### config.mk
export PLATFORM = sky130hd
export DESIGN_NAME = hamming_dec_engine
export DESIGN_NICKNAME = d
export VERILOG_FILES = /design/src/rtl/hamming_dec_engine_pkg.sv /design/src/rtl/hamming15_correct.sv /design/src/rtl/hamming_dec_engine.sv
export SDC_FILE = /design/constraint.sdc
export NUM_CORES = 1
export LEC_CHECK = 0
export CAP_MARGIN = 15
export CORE_MARGIN = 5
export CORE_UTILIZATION = 59
export DETAILED_ROUTE_END_ITERATION = 8
export DONT_BUFFER_PORTS = 1
export PLACE_DENSITY = 0.72
export SETUP_SLACK_MARGIN = 0.5
export SLEW_MARGIN = 15
export SYNTH_ARGS = -nofsm -noshare
export SYNTH_HDL_FRONTEND = slang
export SYNTH_SLANG_ARGS = --single-unit
### constraint.sdc
create_clock -name clk -period 2.55 [get_ports clk]
set_input_delay 0.3825 -clock clk [delete_from_list [all_inputs] [get_ports clk]]
set_output_delay 0.3825 -clock clk [all_outputs]
set_load 0.02 [all_outputs]
### src/rtl/hamming_dec_engine_pkg.sv
// ------------------------------------------------------------------
// hamming_pkg : shared types and helpers for the Hamming(15,11) decoder
// Rev 1.0
// ------------------------------------------------------------------
`default_nettype none

package hamming_pkg;

  typedef enum logic [2:0] {
    IDLE   = 3'd0,
    RD_LO  = 3'd1,
    RD_HI  = 3'd2,
    CAP_HI = 3'd3,
    WR_LO  = 3'd4,
    WR_HI  = 3'd5,
    DONE   = 3'd6
  } state_t;

  localparam logic [3:0] c_PAR_P1 = 4'd1;
  localparam logic [3:0] c_PAR_P2 = 4'd2;
  localparam logic [3:0] c_PAR_P4 = 4'd4;
  localparam logic [3:0] c_PAR_P8 = 4'd8;

  function automatic logic is_parity_pos(input logic [3:0] p);
    return (p == c_PAR_P1) || (p == c_PAR_P2) || (p == c_PAR_P4) || (p == c_PAR_P8);
  endfunction

  // Syndrome is the XOR of the positions of every set bit.
  function automatic logic [3:0] syndrome15(input logic [15:1] code);
    logic [3:0] s;
    s = 4'd0;
    for (int p = 1; p <= 15; p++) begin
      if (code[p]) s = s ^ 4'(p);
    end
    return s;
  endfunction

endpackage

`default_nettype wire

### src/rtl/hamming15_correct.sv
// ------------------------------------------------------------------
// hamming15_correct : combinational single-error correct + data extract
// Rev 1.0
// ------------------------------------------------------------------
`default_nettype none

module hamming15_correct
  import hamming_pkg::*;
(
  input  logic [15:1] i_code,
  output logic [11:1] o_data,
  output logic [3:0]  o_syn,
  output logic        o_err
);

  logic [15:1] w_fixed;

  assign o_syn = syndrome15(i_code);
  assign o_err = |o_syn;

  // Data bits are packed by shifting in from the top, lowest position first.
  always_comb begin
    w_fixed = i_code;
    o_data  = '0;
    for (int p = 1; p <= 15; p++) begin
      if (o_syn == 4'(p)) w_fixed[p] = ~i_code[p];
      if (!is_parity_pos(4'(p))) o_data = {w_fixed[p], o_data[11:2]};
    end
  end

endmodule

`default_nettype wire

### src/rtl/hamming_dec_engine.sv
// ------------------------------------------------------------------
// hamming_dec_engine : memory-to-memory Hamming(15,11) decode engine
// Rev 1.0
// ------------------------------------------------------------------
`default_nettype none

module hamming_dec_engine
  import hamming_pkg::*;
#(
  parameter int SRC_BASE = 64,
  parameter int DST_BASE = 94,
  parameter int NUM_MSG  = 15,
  parameter int AW       = 8
) (
  input  logic          clk,
  input  logic          rst_n,
  input  logic          i_req,
  output logic          o_ack,
  output logic          o_busy,
  output logic [AW-1:0] o_mem_addr,
  output logic          o_mem_rd_en,
  input  logic [7:0]    i_mem_rdata,
  output logic          o_mem_wr_en,
  output logic [7:0]    o_mem_wdata,
  output logic [3:0]    o_err_cnt
);

  localparam int c_IW = (NUM_MSG > 1) ? $clog2(NUM_MSG) : 1;
  localparam logic [c_IW-1:0] c_LAST = c_IW'(NUM_MSG - 1);

  state_t          r_state;
  logic [c_IW-1:0] r_idx;
  logic            r_req_d;
  logic [7:0]      r_lo;
  logic [2:0]      r_dhi;
  logic            r_err;
  logic            r_ack;
  logic            r_busy;
  logic [AW-1:0]   r_addr;
  logic            r_rd_en;
  logic            r_wr_en;
  logic [7:0]      r_wdata;
  logic [3:0]      r_err_cnt;

  logic [15:1] w_code;
  logic [11:1] w_data;
  logic [3:0]  w_unused_syn;
  logic        w_err;
  logic        w_unused_b7;

  // The high byte is consumed straight off the read port in CAP_HI.
  assign w_code      = {i_mem_rdata[6:0], r_lo};
  assign w_unused_b7 = i_mem_rdata[7];

  hamming15_correct u_correct (
    .i_code (w_code),
    .o_data (w_data),
    .o_syn  (w_unused_syn),
    .o_err  (w_err)
  );

  function automatic logic [AW-1:0] f_addr(input int base, input logic [c_IW-1:0] idx,
                                           input logic odd);
    return AW'(base + 2 * int'(idx) + int'(odd));
  endfunction

  always_ff @(posedge clk or negedge rst_n) begin
    if (!rst_n) begin
      r_state   <= IDLE;
      r_idx     <= '0;
      r_req_d   <= 1'b0;
      r_lo      <= '0;
      r_dhi     <= '0;
      r_err     <= 1'b0;
      r_ack     <= 1'b0;
      r_busy    <= 1'b0;
      r_addr    <= '0;
      r_rd_en   <= 1'b0;
      r_wr_en   <= 1'b0;
      r_wdata   <= '0;
      r_err_cnt <= '0;
    end else begin
      r_req_d <= i_req;
      r_ack   <= 1'b0;
      r_rd_en <= 1'b0;
      r_wr_en <= 1'b0;
      case (r_state)
        IDLE: begin
          if (i_req && !r_req_d) begin
            r_state   <= RD_LO;
            r_idx     <= '0;
            r_err_cnt <= '0;
            r_busy    <= 1'b1;
            r_rd_en   <= 1'b1;
            r_addr    <= f_addr(SRC_BASE, '0, 1'b0);
          end
        end
        RD_LO: begin
          r_state <= RD_HI;
          r_rd_en <= 1'b1;
          r_addr  <= f_addr(SRC_BASE, r_idx, 1'b1);
        end
        RD_HI: begin
          r_lo    <= i_mem_rdata;
          r_state <= CAP_HI;
        end
        CAP_HI: begin
          r_dhi   <= w_data[11:9];
          r_err   <= w_err;
          r_wr_en <= 1'b1;
          r_addr  <= f_addr(DST_BASE, r_idx, 1'b0);
          r_wdata <= w_data[8:1];
          r_state <= WR_LO;
        end
        WR_LO: begin
          if (r_err && (r_err_cnt != 4'hF)) r_err_cnt <= r_err_cnt + 4'd1;
          r_wr_en <= 1'b1;
          r_addr  <= f_addr(DST_BASE, r_idx, 1'b1);
          r_wdata <= {5'b0, r_dhi};
          r_state <= WR_HI;
        end
        WR_HI: begin
          if (r_idx == c_LAST) begin
            r_state <= DONE;
            r_ack   <= 1'b1;
            r_busy  <= 1'b0;
          end else begin
            r_idx   <= r_idx + 1'b1;
            r_state <= RD_LO;
            r_rd_en <= 1'b1;
            r_addr  <= f_addr(SRC_BASE, r_idx + 1'b1, 1'b0);
          end
        end
        DONE:    r_state <= IDLE;
        default: r_state <= IDLE;
      endcase
    end
  end

  assign o_ack       = r_ack;
  assign o_busy      = r_busy;
  assign o_mem_addr  = r_addr;
  assign o_mem_rd_en = r_rd_en;
  assign o_mem_wr_en = r_wr_en;
  assign o_mem_wdata = r_wdata;
  assign o_err_cnt   = r_err_cnt;

endmodule

`default_nettype wire

==> results.env, run 1 <==
LEAKAGE_nW=1.17
SYNTH_TOP_FAMILY_BY_AREA='compound AO/OA/AOI/OAI gates'
ROW_COUNT=24
REG2REG_SLACK_NS=0.55
DRIVE_GT1_SHARE_PCT=16.7
POWER.DENSITY_CELL_AREA_mW_PER_MM2=1490
CTS.ROOT.BUFFER_CELL='sky130_fd_sc_hd__clkbuf_8'
DIE_AREA_MM2=0.00580
GRT_OVERFLOW=0
SHARE_CLK_OF_TOTAL_POWER_PCT=9.3
PEAKVDDDROP_mV=1.08
ANT_NETS=0
CRIT_PATH_START='r_lo[4]'
NUM_VIAS=1987
FINAL_SLEW_VIOL_COUNT=0
LAYOUT.NETS=286
PERIOD_NEEDED_NS=2.00
P_SEQ_SHARE_PCT=32.9
REG2REG_DEPTH=7
PATH_CLK_SLEW_NS=0.07
P_INT_W=0.00218
CTS.SINKS=43
HTREE_LEVELS=2
AREA_DELTA_SYNTH_FINAL_PCT=7.79
DIE_WIDTH_UM=76.2
ANTENNADIODECOUNT=0
RUN_STATUS='finished clean'
SYNTH_EDF_COUNT=0
SYNTH_AREA_MM2=0.00258
YOSYS.CELL_TYPES.COUNT=44
SYNTH.CELLS.MOST_FREQUENT='sky130_fd_sc_hd__dfrtp_1 (43), sky130_fd_sc_hd__nand2_1 (25), sky130_fd_sc_hd__o21ai_0 (19)'
SYNTH_LARGEST_AREA_CELL='sky130_fd_sc_hd__dfrtp_1'
SYNTH_AREA_LEADERS='sky130_fd_sc_hd__dfrtp_1 (42%), sky130_fd_sc_hd__xor2_1 (5.8%), sky130_fd_sc_hd__o22ai_1 (4.1%)'
SYNTHESIS.YOSYS.WARNINGS=0
WORSTPATHCELLLIST='xnor2_2 > buf_4 > xor3_2 > nor3_2 > o22ai_1 > xor2_1 > o21ai_1'
FIRST_GLOBAL_VIAS=1954
NUMPORTBUFFERS=0
ARRIVAL_TIME_REPORTED_FOR_THE_CRITICAL_PATH_ENDPOINT_NS=2.22
UNREPAIRED_SETUP_ENDPOINTS_AFTER_GLOBAL_ROUTING='no'
ROUTED_WIRE_LENGTH_PER_INSTANCE_UM=17.2
DETAILEDROUTE.FIRSTPASSITERATIONCOUNT=4
SETUP-TNS-FINAL_NS=0
POST_DRT_VIA_CELL_RATIO=6.17
FINAL_WORST_PATH_PERIOD_SHARE_PCT=78.4
DRC_ERRORS=0
GROUTE.USAGE.OVERALL_PCT=19.4
FIN_WORST_SKEW_NS=0.00461
NUMBER_OF_PLACED_CELLS_COUNTING_WELL_TAPS=312
TIMING.CRITICAL_PATH.SLOWEST_STAGE_CELL='sky130_fd_sc_hd__dfrtp_1'
POWER_SWITCHING_W=0.00197
YS_SEQ_ELEMENTS=43
TIMING.CRITICAL_PATH.TO_TYPE='flop'
SYNTH.AREA.MUX_SHARE_PCT=5.08
MAX_SLEW.WORST_PIN.SLEW_NS=0.811
PIN_COUNT_OF_THE_BIGGEST_NET_ENTERING_GLOBAL_ROUTING=44
POSTSYNTHAREAPERCELL_UM2=9.72
SYNTH-COMPOUND-AREA-SHARE_PCT=16.3
DIE_Y_UM=76.2
PATH_TYPE_OF_THE_WORST_MIN_DELAY_PATH='in2reg'
HOLD_VIOLATIONS=0
GRT_ANTENNA_BEFORE_REPAIR=0
FINAL.FILL_COUNT=361
CTS_MADE_BUFFERS=5
INITIALDRTVIOLATIONCOUNT=187
SETUP-VIOLATIONS-FINAL=0
ASYNC_FLOP_SHARE_PCT=100
CRIT_PATH_START_KIND='flop'
WORSTSETUPENDPOINT='o_mem_wdata[6]'
GP_CONGESTION=0.849
CRITPATHKIND='reg2reg'
POST-SYNTH-TOP-COUNT-CELL='sky130_fd_sc_hd__dfrtp_1'
NETLIST_INSTANCES=266
POSTROUTEWIRELENGTH_UM=5520
R2R_END='o_mem_wdata[6]'
CLK-INSERTION-DELAY-LATE_NS=0.28
CTS_TREE='built'
SYNTHSIMPLEGATEAREAFRAC_PCT=15.8
YS.FLOP_TYPE='sky130_fd_sc_hd__dfrtp_1'
SYNTH_XOR_XNOR_AREA_SHARE_PCT=16.1
CRITICAL_PATH.REG2REG.STARTPOINT='r_lo[4]'
MAX_CLOCK_FREQ_MHz=500
FP.COREAREA_MM2=0.00429
FINAL-INSTANCE-COUNT-EXCL-FILL=322
TIMING.MAX_SLEW.REL_SLACK_PCT=45.7
CRIT_FANOUT=4
WORST_EP_REQUIRED_TIME_NS=2.77
PWR-SHARE-COMB_PCT=57.8
SYNTH_TOP_AREA_SHARE_PCT=41.6
YS_SEQ_AREA_SHARE_PCT=41.6
CTS-ROOT-TO-SINK-BUFFERS=2
DELAY_OF_THE_SLOWEST_CELL_ON_THE_WORST_PATH_NS=0.47
YOSYS.AREA_SHARE.ADDER_PCT=1.94
WIRE_LENGTH_OF_THE_FIRST_GLOBAL_ROUTING_PASS_UM=9280
SWITCHING_PART_OF_THE_TOTAL_POWER_PCT=47.5
SYNTHESIS.NETS=281
PLACE_HPWL_UM=4070
NUM_IO_PINS=35
FLOORPLAN.INITIALDENSITY_PCT=60.2
FINAL_UTIL_PCT=64.9
TIMING.MAX_CAP.VIOLATIONS=0
-- cell type report --
cell class	instances	area (µm²)	area share, %
Clock buffer	6	72.6	2.60
Inverter	8	30.0	1.08
Multi-Input combinational cell	204	1460	52.4
Sequential cell	43	1080	38.7
Tap cell	52	65.1	2.33
Timing Repair Buffer	9	82.6	2.96
-- worst max-delay path, delay by kind of cell (launching register included) --
family                    cells  cell delay (ns)
DFF                           1             0.47
xor gates and xnor gates      3             0.72
AOI/OAI and AO/OA             2             0.27
buffers and inverters         1             0.16
and+or+nand+nor               1             0.32
-- logic make-up (layout without fill, tap and decap cells) --
group,count (synthesis),after routing
AOI/OAI and AO/OA,72,72
xor gates and xnor gates,37,37
muxes,12,12
DFF,43,43
adders and majority gates,4,4
buffers and inverters,19,23
other,1,1
and+or+nand+nor,78,78
-- power by group through the flow --
stage / Sequential (W) / Combinational, W / Clock [W]
final: 0.00137 / 0.00240 / 0.000388
after global routing: 0.00140 / 0.00263 / 0.000445
after CTS: 0.00136 / 0.00227 / 0.000404
after detailed placement: 0.00138 / 0.00225 / 0
after global placement: 0.00137 / 0.00220 / 0
after floorplan: 0.00129 / 0.00189 / 0
-- through the flow --
stage	worst slack, ns	area [µm²]	hold slack, ns	total power (W)
floorplan	0.731	2580	0.0869	0.00318
global placement	0.473	2640	0.0882	0.00357
detailed placement	0.431	2640	0.0882	0.00362
CTS	0.516	2750	0.114	0.00404
global route	0.485	2790	0.101	0.00448
finish	0.550	2790	0.123	0.00415
-- worst min path at each step --
stage	from	endpoint	slack, ns	cells after the start
2_1_floorplan	rst_n	o_ack	0.09	0
3_3_place_gp	rst_n	o_err_cnt[0]	0.09	0
3_5_place_dp	rst_n	o_err_cnt[0]	0.09	0
4_1_cts	i_req	r_req_d	0.11	0
5_1_grt	i_req	r_req_d	0.10	0
6_report	i_req	r_req_d	0.12	0
-- cells in the final DEF, fill, tap and decap left out, drive strengths merged, types with 2 or more instances in the layout --
master,synthesis,layout
nor2b,2,2
a31oi,2,2
nor2,15,15
and3,4,4
nand2b,3,3
buf,5,8
mux2,9,9
o22ai,17,17
a21oi,13,13
xor2,19,19
nand3,6,6
clkbuf,6,6
xor3,2,2
o21ai,29,29
mux2i,3,3
ha,4,4
nor3,19,19
dfrtp,43,43
nand2,25,25
xnor2,15,15
inv,6,6
clkinv,2,2
a22o,2,2
-- sequential cells by signal, indices dropped and copies added (netlist names) --
register and flops:
o_err_cnt 4, o_ack 1, r_req_d 1, r_lo 8, o_mem_wdata 8, o_mem_wr_en 1
r_state 3, r_err 1, o_busy 1, o_mem_rd_en 1, o_mem_addr 7, r_idx 4
r_dhi 3
-- metal layers --
layer  up-vias  track usage (%)  wire length (µm)
li1        952                -                 -
met1       974             22.7              2280
met2        47             34.4              2870
met3        14             4.61               239
met4         0             6.99               137
met5         -                0                 0
-- what timing repair did --
action | 4_1_cts | 5_1_grt
hold buffers | 2 | 0
gates resized for setup | 1 | 5
endpoints found under the hold margin | 43 | 0
endpoints found under the setup margin | 1 | 15
pin swaps | 0 | 3
setup buffers | 0 | 2
Note: power is estimated with default switching activity, not from simulation.
==> run 2: changes to the inputs <==
Clock period 2.55 ns to 2.1 ns, I/O delays scaled along.
==> results.env, run 2 (synthesized netlist as in run 1, its figures left out) <==
POSTROUTEWIRELENGTH_UM=6420
NUMBER_OF_PLACED_CELLS_COUNTING_WELL_TAPS=315
MAX_SLEW.WORST_PIN.SLEW_NS=0.682
TIMING.CRITICAL_PATH.SLOWEST_STAGE_CELL='sky130_fd_sc_hd__dfrtp_2'
HOLDPATHSTAGES=0
GRT_OVERFLOW=0
PERIOD_NEEDED_NS=1.94
FINAL_WORST_PATH_PERIOD_SHARE_PCT=92.2
POWER.DENSITY_CELL_AREA_mW_PER_MM2=1870
PATH_TYPE_OF_THE_WORST_MIN_DELAY_PATH='in2reg'
ROUTED_WIRE_LENGTH_PER_INSTANCE_UM=18.7
INITIALDRTVIOLATIONCOUNT=178
TIMING.MAX_CAP.VIOLATIONS=0
GROUTE.USAGE.OVERALL_PCT=21.2
FINAL-INSTANCE-COUNT-EXCL-FILL=343
DETAILEDROUTE.FIRSTPASSITERATIONCOUNT=4
NUM_IO_PINS=35
WORSTHOLDENDPOINT='r_req_d'
DRC_ERRORS=0
CRITICAL_PATH.REG2REG.STARTPOINT='r_lo[4]'
SETUP-TNS-FINAL_NS=0
WIRE_LENGTH_OF_THE_FIRST_GLOBAL_ROUTING_PASS_UM=10000
ANTENNADIODECOUNT=0
DRIVE_GT1_SHARE_PCT=35.7
HTREE_LEVELS=2
AREA_DELTA_SYNTH_FINAL_PCT=26.3
ROUTE.MET3.WL_UM=481
DELAY_OF_THE_SLOWEST_CELL_ON_THE_WORST_PATH_NS=0.47
FINAL_SLEW_VIOL_COUNT=0
WORSTPATHCELLLIST='xnor2_1 > xor2_1 > buf_4 > nor3_1 > o22ai_1 > xor2_1 > o21ai_1'
FLOORPLAN.INITIALDENSITY_PCT=60.2
UNREPAIRED_SETUP_ENDPOINTS_AFTER_GLOBAL_ROUTING='yes'
PATH_CLK_SLEW_NS=0.08
R2R_END='o_mem_wdata[7]'
CTS-ROOT-TO-SINK-BUFFERS=2
FIN_WORST_SKEW_NS=0.0124
DIE_AREA_MM2=0.00580
WORST_PATH_MOST_REPEATED_CELL='sky130_fd_sc_hd__xor2_1'
CRITPATHKIND='reg2reg'
FP.COREAREA_MM2=0.00429
CTS_MADE_BUFFERS=5
ROW_COUNT=24
MAX_CLOCK_FREQ_MHz=516
REG2REG_SLACK_NS=0.16
POST_DRT_VIA_CELL_RATIO=6.17
CRIT_FANOUT=4
MET2_WIRELENGTH_UM=3220
FIRST_GLOBAL_VIAS=2001
WORST_EP_REQUIRED_TIME_NS=2.32
LEAKAGE_nW=1.35
ANT_NETS=0
NUMPORTBUFFERS=0
CTS.SINKS=43
MIN-DELAY-START='i_req'
TIMING.MAX_SLEW.REL_SLACK_PCT=54.2
ARRIVAL_TIME_REPORTED_FOR_THE_CRITICAL_PATH_ENDPOINT_NS=2.16
MOST-COMMON-LAYOUT-CELLS='sky130_fd_sc_hd__dfrtp_1 (34), sky130_fd_sc_hd__nand2_1 (23), sky130_fd_sc_hd__buf_4 (23)'
CTS.ROOT.BUFFER_CELL='sky130_fd_sc_hd__clkbuf_8'
ROUTED.TOP_LAYER='met4'
CRIT_PATH_START_KIND='flop'
GP_CONGESTION=0.884
GRT_ANTENNA_BEFORE_REPAIR=0
CLK-INSERTION-DELAY-LATE_NS=0.29
DIE_Y_UM=76.2
RUN_STATUS='finished clean'
HOLD_VIOLATIONS=0
REG2REG_DEPTH=7
WIRELENGTH_MET1_UM=2520
PEAKVDDDROP_mV=1.00
CTS_TREE='built'
NUM_VIAS=2118
PLACE_HPWL_UM=4240
DIE_WIDTH_UM=76.2
PIN_COUNT_OF_THE_BIGGEST_NET_ENTERING_GLOBAL_ROUTING=44
LAYOUT.NETS=306
TIMING.CRITICAL_PATH.TO_TYPE='flop'
MOSTFREQUENTLAYOUTCELL='sky130_fd_sc_hd__dfrtp_1'
SETUP-VIOLATIONS-FINAL=0
run 2: cell count changes in the layout (fill, tap and decap cells not counted), sizes merged:
cell    change
bufinv      +1
clkinv      +1
inv         -1
buf        +20
run 2: timing repair:
action / in CTS / in global routing
gates resized for setup: 30 / 31
pin swaps: 7 / 6
hold buffers: 2 / 0
endpoints found under the hold margin: 43 / 0
buffers inserted: 10 / 9
setup endpoints to repair: 31 / 31
run 2: final cells by class:
| cell class | instances | area [µm²] |
|---|---|---|
| clock inverter | 1 | 30.0 |
| fill | 304 | 1030 |
| multi-input combinational | 204 | 1730 |
| clock buffer | 6 | 72.6 |
| tap | 52 | 65.1 |
| timing repair buffer | 29 | 248 |
| sequential | 43 | 1090 |
| inverter | 8 | 35.0 |
run 2: worst max path at each step:
stage | start | end | slack (ns) | cells after the start
final | r_lo[4] | o_mem_wdata[7] | 0.16 | 7
after global routing | r_lo[4] | o_mem_wdata[2] | 0.04 | 6
after CTS | r_lo[4] | o_mem_wdata[1] | 0.24 | 7
after detailed placement | r_lo[5] | o_mem_wdata[1] | 0.08 | 6
after global placement | r_lo[5] | o_mem_wdata[1] | 0.08 | 6
after floorplan | r_lo[5] | o_mem_wdata[1] | 0.35 | 6
run 2: where the power goes:
group          switching (W)  internal, W  leakage, nW  total, W
Combinational        0.00197      0.00176        0.770   0.00373
Sequential          0.000584      0.00116        0.525   0.00175
Clock               0.000273     0.000349       0.0513  0.000622
run 2: metrics by stage:
step | utilization, % | hold slack, ns | worst slack, ns | total power [W] | instance area (µm²)
finish | 76.0 | 0.0563 | 0.163 | 0.00610 | 3260
global route | 76.0 | 0.0292 | 0.0439 | 0.00651 | 3260
CTS | 71.0 | 0.0439 | 0.240 | 0.00555 | 3050
detailed placement | 63.1 | 0.0205 | 0.0841 | 0.00452 | 2710
global placement | 63.1 | 0.0204 | 0.0839 | 0.00447 | 2710
floorplan | - | 0.0194 | 0.348 | 0.00392 | 2640
run 2: per-layer routing:
metal  global-route usage [%]  vias up
met5                        0        -
met3                     6.03       19
li1                         -      990
met2                     34.2       86
met4                     6.29        0
met1                     27.7     1023
run 2: critical path, delay by kind of cell, from the launching register on:
kind | cells | cell delay [ns]
AO/OA/AOI/OAI | 2 | 0.26
flip-flops | 1 | 0.47
buffers and inverters | 1 | 0.18
AND/OR/NAND/NOR | 1 | 0.28
XOR/XNOR | 3 | 0.68
